## config.mk

```make
export PLATFORM = sky130hd
export DESIGN_NAME = uart_tx_arbiter
export DESIGN_NICKNAME = d
export VERILOG_FILES = /design/src/rtl/uart_tx_arbiter.sv
export SDC_FILE = /design/constraint.sdc
export NUM_CORES = 1
export LEC_CHECK = 0
export CORE_ASPECT_RATIO = 1.25
export CORE_MARGIN = 5
export CORE_UTILIZATION = 40
export DETAILED_ROUTE_END_ITERATION = 10
export SKIP_LAST_GASP = 1
export SLEW_MARGIN = 20
export SYNTH_ARGS = -nofsm -noshare
export SYNTH_HDL_FRONTEND = slang
export SYNTH_SLANG_ARGS = --single-unit
```

## constraint.sdc

```tcl
create_clock -name clk -period 2.5 [get_ports clk]
set_clock_uncertainty 0.2 [all_clocks]
set_input_delay 0.5 -clock clk [delete_from_list [all_inputs] [get_ports clk]]
set_output_delay 0.5 -clock clk [all_outputs]
set_load 0.01 [all_outputs]
```

## src/rtl/uart_tx_arbiter.sv

```systemverilog
// Shares one UART TX line between the DRAM-controller console and the CPU UART,
// handing ownership over only on frame boundaries with a one-bit guard gap.
module uart_tx_arbiter #(
  parameter int unsigned CLKS_PER_BIT = 108,
  parameter int unsigned IDLE_BITS    = 12
) (
  input  logic       clk,
  input  logic       rst,
  input  logic       i_init_done,
  input  logic       i_init_error,
  input  logic       i_src0_tx,
  input  logic       i_src1_tx,
  input  logic       i_ovr_en,
  input  logic       i_ovr_sel,
  output logic       o_uart_tx,
  output logic       o_sel,
  output logic       o_busy,
  output logic [7:0] o_drop_cnt
);

  localparam int unsigned T  = CLKS_PER_BIT * IDLE_BITS;
  localparam int unsigned CW = $clog2(T + 1);
  localparam int unsigned GW = (CLKS_PER_BIT > 1) ? $clog2(CLKS_PER_BIT) : 1;
  localparam logic [CW-1:0] T_V    = CW'(T);
  localparam logic [GW-1:0] G_LAST = GW'(CLKS_PER_BIT - 1);

  typedef enum logic [1:0] {ST_IDLE, ST_OWN, ST_DRAIN, ST_GUARD} state_t;

  state_t               state_q, state_d;
  logic [1:0]           meta_q, meta_d, sync_q, sync_d, sync_dly_q, sync_dly_d;
  logic [1:0][CW-1:0]   idle_cnt_q, idle_cnt_d;
  logic [1:0]           idle_q, idle_d, idle;
  logic [GW-1:0]        guard_q, guard_d;
  logic                 sel_q, sel_d, tx_q, tx_d, busy_q, busy_d;
  logic [7:0]           drop_q, drop_d;
  logic [8:0]           drop_sum;
  logic [1:0]           fall, driving, drop_ev;
  logic                 desired, owning;

  always_comb begin
    meta_d     = {i_src1_tx, i_src0_tx};
    sync_d     = meta_q;
    sync_dly_d = sync_q;

    // The idle flag is registered and re-qualified with the live sync bit so a
    // start bit already visible in sync_q always blocks a handover.
    for (int unsigned n = 0; n < 2; n++) begin
      if (!sync_q[n])
        idle_cnt_d[n] = '0;
      else if (idle_cnt_q[n] != T_V)
        idle_cnt_d[n] = idle_cnt_q[n] + CW'(1);
      else
        idle_cnt_d[n] = idle_cnt_q[n];
      idle_d[n] = sync_q[n] && (idle_cnt_q[n] == T_V);
    end
    idle = idle_q & sync_q;

    if (i_ovr_en)          desired = i_ovr_sel;
    else if (i_init_error) desired = 1'b0;
    else if (i_init_done)  desired = 1'b1;
    else                   desired = 1'b0;

    state_d = state_q;
    sel_d   = sel_q;
    guard_d = guard_q;
    tx_d    = 1'b1;
    case (state_q)
      ST_IDLE: begin
        if (idle[desired]) begin
          state_d = ST_OWN;
          sel_d   = desired;
        end
      end
      ST_OWN: begin
        tx_d = sync_q[sel_q];
        if (desired != sel_q) state_d = ST_DRAIN;
      end
      ST_DRAIN: begin
        tx_d = sync_q[sel_q];
        if (desired == sel_q) begin
          state_d = ST_OWN;
        end else if (idle[sel_q] && idle[desired]) begin
          state_d = ST_GUARD;
          sel_d   = desired;
          guard_d = '0;
        end
      end
      ST_GUARD: begin
        if (guard_q == G_LAST) state_d = ST_OWN;
        else                   guard_d = guard_q + GW'(1);
      end
      default: state_d = ST_IDLE;
    endcase
    busy_d = (state_d != ST_OWN);

    owning     = (state_q == ST_OWN) || (state_q == ST_DRAIN);
    driving[0] = owning && !sel_q;
    driving[1] = owning && sel_q;
    fall       = sync_dly_q & ~sync_q;
    drop_ev    = fall & ~driving;
    drop_sum   = {1'b0, drop_q} + {8'd0, drop_ev[0]} + {8'd0, drop_ev[1]};
    drop_d     = drop_sum[8] ? 8'hFF : drop_sum[7:0];
  end

  always_ff @(posedge clk or posedge rst) begin
    if (rst) begin
      state_q    <= ST_IDLE;
      meta_q     <= '1;
      sync_q     <= '1;
      sync_dly_q <= '1;
      idle_cnt_q <= '0;
      idle_q     <= '0;
      guard_q    <= '0;
      sel_q      <= 1'b0;
      tx_q       <= 1'b1;
      busy_q     <= 1'b1;
      drop_q     <= '0;
    end else begin
      state_q    <= state_d;
      meta_q     <= meta_d;
      sync_q     <= sync_d;
      sync_dly_q <= sync_dly_d;
      idle_cnt_q <= idle_cnt_d;
      idle_q     <= idle_d;
      guard_q    <= guard_d;
      sel_q      <= sel_d;
      tx_q       <= tx_d;
      busy_q     <= busy_d;
      drop_q     <= drop_d;
    end
  end

  assign o_uart_tx  = tx_q;
  assign o_sel      = sel_q;
  assign o_busy     = busy_q;
  assign o_drop_cnt = drop_q;

endmodule
```

After elaboration in Yosys (flattened, before gate mapping):

Cells that the tools add are included.

* input port bits: 8
* register bits after elaboration: 50
* word-level logic and storage cells: 83
* output and inout port bits: 11

* add/sub/neg operators: 5
* reduce and logical (&&, ||, !) cells: 13
* eq/ne operators: 17
* bitwise gates (word level): 5
* muxes and demuxes: 29
* magnitude comparators: 2

Operators by type and width (count)
* 11-bit 2-to-1 mux: 4
* 11-bit by 1-bit adder with 11-bit output, second input constant: 2
* 11-bit == test, second input constant: 2
* 11-bit != test, second input constant: 2
* 7-bit 2-to-1 mux: 3
* 7-bit one-hot mux with 2 select lines: 1
* 1-bit 2-to-1 mux: 13
* 2-bit 2-to-1 mux: 5
* 8-bit by 1-bit adder with 9-bit output: 1
* 9-bit by 1-bit adder with 9-bit output: 1
* 8-bit 2-to-1 mux: 1
* 2-bit != test, second input constant: 4
* 2-bit one-hot mux with 4 select lines: 1
* 4-bit AND reduction: 2
* 7-bit by 1-bit adder with 7-bit output, second input constant: 1
* 7-bit == test, second input constant: 1
* 2-bit bitwise AND: 3
* 2-bit by 1-bit != test with 1-bit output, second input constant: 3
* 1-bit logical AND: 5
* 2-bit == test, second input constant: 2
* 1-bit by 2-bit less-than comparator with 1-bit output, second input constant: 2
* 2-bit NOT: 2
* 2-bit nonzero test: 2
* 2-bit by 1-bit == test with 1-bit output, second input constant: 1
* other kinds (7): 7

Depth between registers and ports, before layout:

Gate-level depths: netlist of the first run.

* depth after elaboration: 10
* gate-level depth with buffers: 10
* gate-level depth less buffers: 10

Worst setup path before layout of the first run:

OpenSTA, ideal clock, no wires.

* path kind: register -> register
* start: register state_q[0]
* end: register drop_q[2], in the netlist o_drop_cnt[2]
* slack: -106 ps
* period minus slack after synthesis: 2606 ps
* cell stages (with the launch flop): 11
* buffers on the path: 0
* data arrival time: 2274 ps
* required time: 2168 ps
* library setup time: 132 ps
* path through: dfrtp_1 -> inv_1 -> ha_1 -> nand2_1 -> and3_1 -> fa_1 -> and3_1 -> and2_1 -> and3_1 -> nand3_1 -> o21ai_0

* longest elaborated chain between the ends: 8
* elaborated cells between the ends (all ways): 10
* classes of those cells: add/sub: 2; eq/ne: 2; mux: 1; bitwise: 2; reduce/logical: 3

RTL lines
* start: declaration: line 29 `state_t state_q, state_d;`
* start signal: assignment: line 119 `state_q <= state_d;`
* 2-bit by 1-bit == test with 1-bit output or 2-bit == test (tied branches): line 96 `owning = (state_q == ST_OWN) || (state_q == ST_DRAIN);`
* 1-bit logical OR (*): line 96
* 1-bit logical AND: line 97 `driving[0] = owning && !sel_q;`
* 2-bit NOT (*): line 100 `drop_ev = fall & ~driving;`
* 2-bit bitwise AND (*): line 100
* 8-bit by 1-bit adder with 9-bit output: line 101 `drop_sum = {1'b0, drop_q} + {8'd0, drop_ev[0]} + {8'd0, drop_ev[1]};`
* 9-bit by 1-bit adder with 9-bit output (*): line 101
* 8-bit 2-to-1 mux (*): line 102 `drop_d = drop_sum[8] ? 8'hFF : drop_sum[7:0];`
* net drop_d[2]: line 35 `logic [7:0] drop_q, drop_d;`
* end signal: assignment: line 129 `drop_q <= drop_d;`
* end: declaration: line 35

Mark *: on every way through the listed nets, which the timed path passes. The rest lies on a longest branch.
A chain may end at the register's enable or synchronous reset.

Final worst setup path of the first run:

* start: register state_q[1]
* end: register drop_q[6], in the netlist o_drop_cnt[6]

Same word-level chain as after synthesis.

==> impl_metrics.toml, run 1 <==
[final_layout]
n_antenna_cell = 0
layout_commonest_cell = "dfrtp_1"
nFillCells = 619
regArea_um2 = 1260
multi_input_area_um2 = 1280
drive_above_1_share = 0.170
area_growth_pct = 20.9
layout.nets = 317
fin_area_um2 = 3130
mostFrequentLayoutCells = "dfrtp_1, nor2_1, nand2_1"
fin_util = 0.502

[pwr]
swShare = 0.249
peakVddDrop_v = 0.000286
clock_power_share = 0.305
power_density_nw_per_um2 = 577
internal-power_uw = 1360
comb_power_share = 0.172
power_frac_seq = 0.523
power.switching_uw = 450
leakage_uw = 0.00130

[logic_synthesis]
synth-seq-cells = 50
yosysWarningCount = 0
ys.flop_type = "dfrtp_1"
synth_edf_count = 0
synthArstFlopShare = 1.00
yosysTopAreaCellShare = 0.405
synth_area_um2 = 2590
yosysTopAreaCell = "dfrtp_1"
yosys-top-cells-area = "dfrtp_1, dfstp_2, nor2_1, ha_1, xor2_1"
ys_types = 51
avgSynthCellArea_um2 = 9.93
synth_seq_area_share = 0.486
synthesis.nets = 279
syn_inst = 261

[floorplan]
ios = 19
die_h_um = 100
initial_core_util = 0.415
coreArea_um2 = 6250
die-width_um = 82.0
design.die.area_um2 = 8200
rows = 32

[min_path]
hold_path.class = "reg2reg"

[clock_network]
cts_sinks = 50
tritoncts = "done"
cts_buffer_depth = 2
clk_latency_ns = 0.30
clkTransAtPathRegs_ns = 0.09
cts_made_buffers = 5
htree_levels = 2
cts-root-buf = "clkbuf_8"

[timing]
fin_crit_ns = 2.38
timing.fmax_mhz = 420
max_slew_margin = 0.695
finalMaxSlewViolations = 0
tns_ns = 0
period_share = 0.953
worst_slew_pin_slew_ns = 0.451
setup_violations = 0
final_hold_viol_count = 0
whs_ns = 0.163

[worst_setup_path]
cp.required_ns = 2.53
reg2reg_slack_ns = 0.12
worstPathArrival_ns = 2.42
crit_fanout = 5
critPathCaptureType = "flop"
worstSetupStartpointType = "flop"
worst-setup-path-type = "reg2reg"

[global_route]
overflow = 0
track_usage = 0.131
antenna_found_initial = 0
grt_pass1_vias = 2031
grt_pass1_wl_um = 8580
grt_max_degree = 51

[detailed_routing]
vias = 1961
drtIter0Drc = 61
ant_nets = 0
drt_wl_total_um = 4900
first_pass_iters = 4
via_per_inst = 5.09
wire_per_inst_um = 12.7
drc = 0

[outcome]
outcome = "finished, final reports clean"

[placement]
dp_hpwl_um = 3560
gp_congestion = 0.919
placed_area_um2 = 2990
io_buffer_count = 18

[run]
max-cap-violations = 0
-- cells in the mapped netlist, types with 3 or more instances --
cell type	number
nand4_1	7
inv_1	13
and3_1	6
o21ai_0	10
nor3_1	4
or3_1	5
ha_1	9
nor2_1	34
xor2_1	12
nor4b_1	5
a21o_1	3
nand2_1	21
nand3b_1	3
dfrtp_1	42
xnor2_1	8
a21oi_1	20
nand2b_1	5
nand3_1	9
dfstp_2	8
-- worst paths after layout --
check,cells past startpoint,from,to
hold / removal,0,meta_q[0]$_DFF_PP1_,sync_dly_d[0]$_DFF_PP1_
min in group asynchronous,3,rst,idle_cnt_q[5]$_DFFE_PP0N_
hold reg to reg,0,meta_q[0]$_DFF_PP1_,sync_dly_d[0]$_DFF_PP1_
setup / recovery,10,state_q[1]$_DFF_PP0_,o_drop_cnt[6]$_DFF_PP0_
max in group asynchronous,3,rst,sync_dly_d[0]$_DFF_PP1_
setup reg to reg,10,state_q[1]$_DFF_PP0_,o_drop_cnt[6]$_DFF_PP0_
-- metal layers --
metal | vias to the layer above | track usage | part of all wire
li1 | 992 | - | -
met1 | 934 | 0.163 | 0.46
met2 | 24 | 0.223 | 0.49
met3 | 11 | 0.0323 | 0.025
met4 | 0 | 0.0345 | 0.023
met5 | - | 0 | 0
-- registers in the layout, summed over array words and instances, names as in the netlist --
name,count
o_uart_tx,1
o_drop_cnt,8
sync_dly_q,2
state_q,2
idle_q,2
sync_dly_d,2
meta_q,2
idle_cnt_q,22
guard_q,7
o_busy,1
o_sel,1
-- logic make-up (layout without fill, tap and decap cells) --
family	after synthesis	after routing	share of synthesized area
buffers and inverters	18	57	0.0343
XOR/XNOR	20	20	0.0676
multiplexers	1	1	0.00386
AO/OA/AOI/OAI	49	49	0.121
AND/OR/NAND/NOR	113	113	0.236
adder cells (fa/ha/maj)	10	10	0.0512
flip-flops	50	50	0.486
-- layout make-up --
class,instances,area share
Multi-Input combinational cell,193,0.408
Sequential cell,50,0.402
Timing Repair Buffer,36,0.105
Tap cell,85,0.0339
Clock buffer,6,0.0232
Inverter,13,0.0156
Clock inverter,2,0.0120
-- power by group through the flow --
stage                     sequential [uW]  clock [uW]  combinational, uW
after floorplan                       972           0                121
after global placement                960           0                309
after detailed placement              959           0                316
after CTS                             946         581                315
after global routing                  957         621                344
final                                 946         551                310
-- through the flow --
stage                     worst slack (ns)  total power (uW)  std cells
after global placement              -0.111              1270        376
after detailed placement            -0.163              1270        376
after CTS                          0.00692              1840        384
after global routing              -0.00744              1920        385
after floorplan                     0.0254              1090        261
final                                0.117              1810        385
-- worst max-delay path, stage by stage (launching register included) --
cell	delay (ns)
dfrtp_1	0.37
inv_2	0.06
ha_4	0.28
nand2_1	0.05
and3_1	0.20
fa_2	0.36
and3_4	0.19
and2_1	0.16
and3_4	0.20
nor2b_1	0.13
a21oi_1	0.12
-- what timing repair did --
| action | in CTS | in global routing |
|---|---|---|
| hold buffers | 0 | 0 |
| resized for setup | 0 | 5 |
| setup buffers | 0 | 1 |
| endpoints found under the setup margin | 0 | 8 |
(Power assumes the default switching activity.)
==> run 2: changes to the inputs <==
CORE_UTILIZATION = 52   (was 40)
PLACE_DENSITY = 0.75   (was default)
==> impl_metrics.toml, run 2 (synthesized netlist as in run 1, its figures left out) <==
[detailed_routing]
wire_per_inst_um = 13.8
drt_wl_total_um = 4960
ant_nets = 0
vias = 1971
via_per_inst = 5.49
first_pass_iters = 4
drc = 0
drtIter0Drc = 97

[global_route]
grt_max_degree = 22
antenna_found_initial = 0
track_usage = 0.169
overflow = 0
grt_pass1_wl_um = 8650
grt_pass1_vias = 1993

[timing]
tns_ns = 0
worst_slew_pin_slew_ns = 0.462
final_hold_viol_count = 0
grt_setup_unrepaired = "false"
max_slew_margin = 0.692
setup_violations = 0
finalMaxSlewViolations = 0
fin_crit_ns = 2.37
timing.fmax_mhz = 422
period_share = 0.947

[final_layout]
n_antenna_cell = 0
layout_commonest_cell = "dfrtp_1"
layout.nets = 316
largest_register_ffs = 22
area_growth_pct = 18.6
regMostFlops = "idle_cnt_q"
drive_above_1_share = 0.171
mostFrequentLayoutCells = "dfrtp_1, nor2_1, nand2_1"
fin_area_um2 = 3070

[placement]
placed_area_um2 = 2950
io_buffer_count = 18
gp_congestion = 0.882
dp_hpwl_um = 3590

[clock_network]
cts-root-buf = "clkbuf_8"
tritoncts = "done"
clkTransAtPathRegs_ns = 0.09
htree_levels = 2
cts_buffer_depth = 2
cts_sinks = 50
cts_hold_buf = 0
clk_latency_ns = 0.30
cts_made_buffers = 5

[worst_setup_path]
cp.required_ns = 2.48
crit_fanout = 6
cp_slowest_cell = "dfrtp_1"
reg2reg_slack_ns = 0.13
worstPathArrival_ns = 2.35
critPathCaptureType = "flop"
r2r_cells = 10
slowest_delay_ns = 0.37
crit_chain = "inv_2 > ha_4 > nand2b_1 > and3_4 > fa_2 > and3_4 > and2_1 > and3_4 > nand3_2 > o21ai_0"
crit_top_cell = "and3_4"
worst-setup-path-type = "reg2reg"
worstSetupStartpointType = "flop"

[pwr]
peakVddDrop_v = 0.000406
power_density_nw_per_um2 = 568
leakage_uw = 0.00129

[floorplan]
rows = 28
die-width_um = 73.2
design.die.area_um2 = 6510
initial_core_util = 0.540
ios = 19
coreArea_um2 = 4800
die_h_um = 88.9

[outcome]
outcome = "finished, final reports clean"

[min_path]
hold_path.class = "reg2reg"
min_path_cells = 0

[run]
max-cap-violations = 0
## run 2: routing by layer
| metal | global-route usage | wire (um) | up-vias |
|---|---|---|---|
| li1 | - | - | 990 |
| met1 | 0.206 | 2180 | 948 |
| met2 | 0.294 | 2550 | 24 |
| met3 | 0.0371 | 144 | 9 |
| met4 | 0.0604 | 82 | 0 |
| met5 | 0 | 0 | - |
## run 2: where the power goes
group	switching [uW]	internal, uW	total, uW	leakage [uW]
Combinational	133	181	315	0.000612
Sequential	65.9	878	944	0.000627
Clock	262	224	486	0.0000482
Total	462	1280	1750	0.00129
## run 2: worst paths after layout
| path | end | startpoint |
|---|---|---|
| max reg2reg | o_drop_cnt[3]$_DFF_PP0_ | state_q[0]$_DFF_PP0_ |
| min reg2reg | sync_dly_d[1]$_DFF_PP1_ | meta_q[1]$_DFF_PP1_ |
| min in group asynchronous | idle_cnt_q[2]$_DFFE_PP0N_ | rst |
| max in group asynchronous | meta_q[1]$_DFF_PP1_ | rst |
| max | o_drop_cnt[3]$_DFF_PP0_ | state_q[0]$_DFF_PP0_ |
| min | sync_dly_d[1]$_DFF_PP1_ | meta_q[1]$_DFF_PP1_ |
## run 2: area by class of cell
cell class / instances / area [um^2]
clock buffers: 7 / 86.3
flip-flops and latches: 50 / 1260
well taps: 60 / 75.1
clock inverters: 1 / 5.00
repair buffers: 35 / 320
fillers: 391 / 1730
multi-input cells: 193 / 1280
inverters: 13 / 48.8
## run 2: stage by stage
| step | hold WS [ns] | instances | worst slack (ns) | total power, uW | util |
|---|---|---|---|---|---|
| after floorplan | 0.145 | 261 | 0.0254 | 1090 | - |
| after global placement | 0.150 | 350 | -0.126 | 1260 | 0.615 |
| after detailed placement | 0.153 | 350 | -0.178 | 1270 | 0.615 |
| after CTS | 0.157 | 358 | 0.0164 | 1760 | 0.634 |
| after global routing | 0.166 | 359 | 0.0107 | 1830 | 0.641 |
| final | 0.160 | 359 | 0.133 | 1750 | 0.641 |
## run 2: what timing repair did
action / 4_1_cts / 5_1_grt
endpoints found under the hold margin: 0 / 0
setup endpoints to repair: 0 / 8
resized for setup: 0 / 6
setup buffers: 0 / 1
## run 2: worst max-delay path: cells and delay by family (launching register included)
family,cells,cell delay [ns]
AO/OA/AOI/OAI,1,0.10
adder cells (fa/ha/maj),2,0.62
AND/OR/NAND/NOR,6,0.90
flip-flops,1,0.37
buffers and inverters,1,0.06
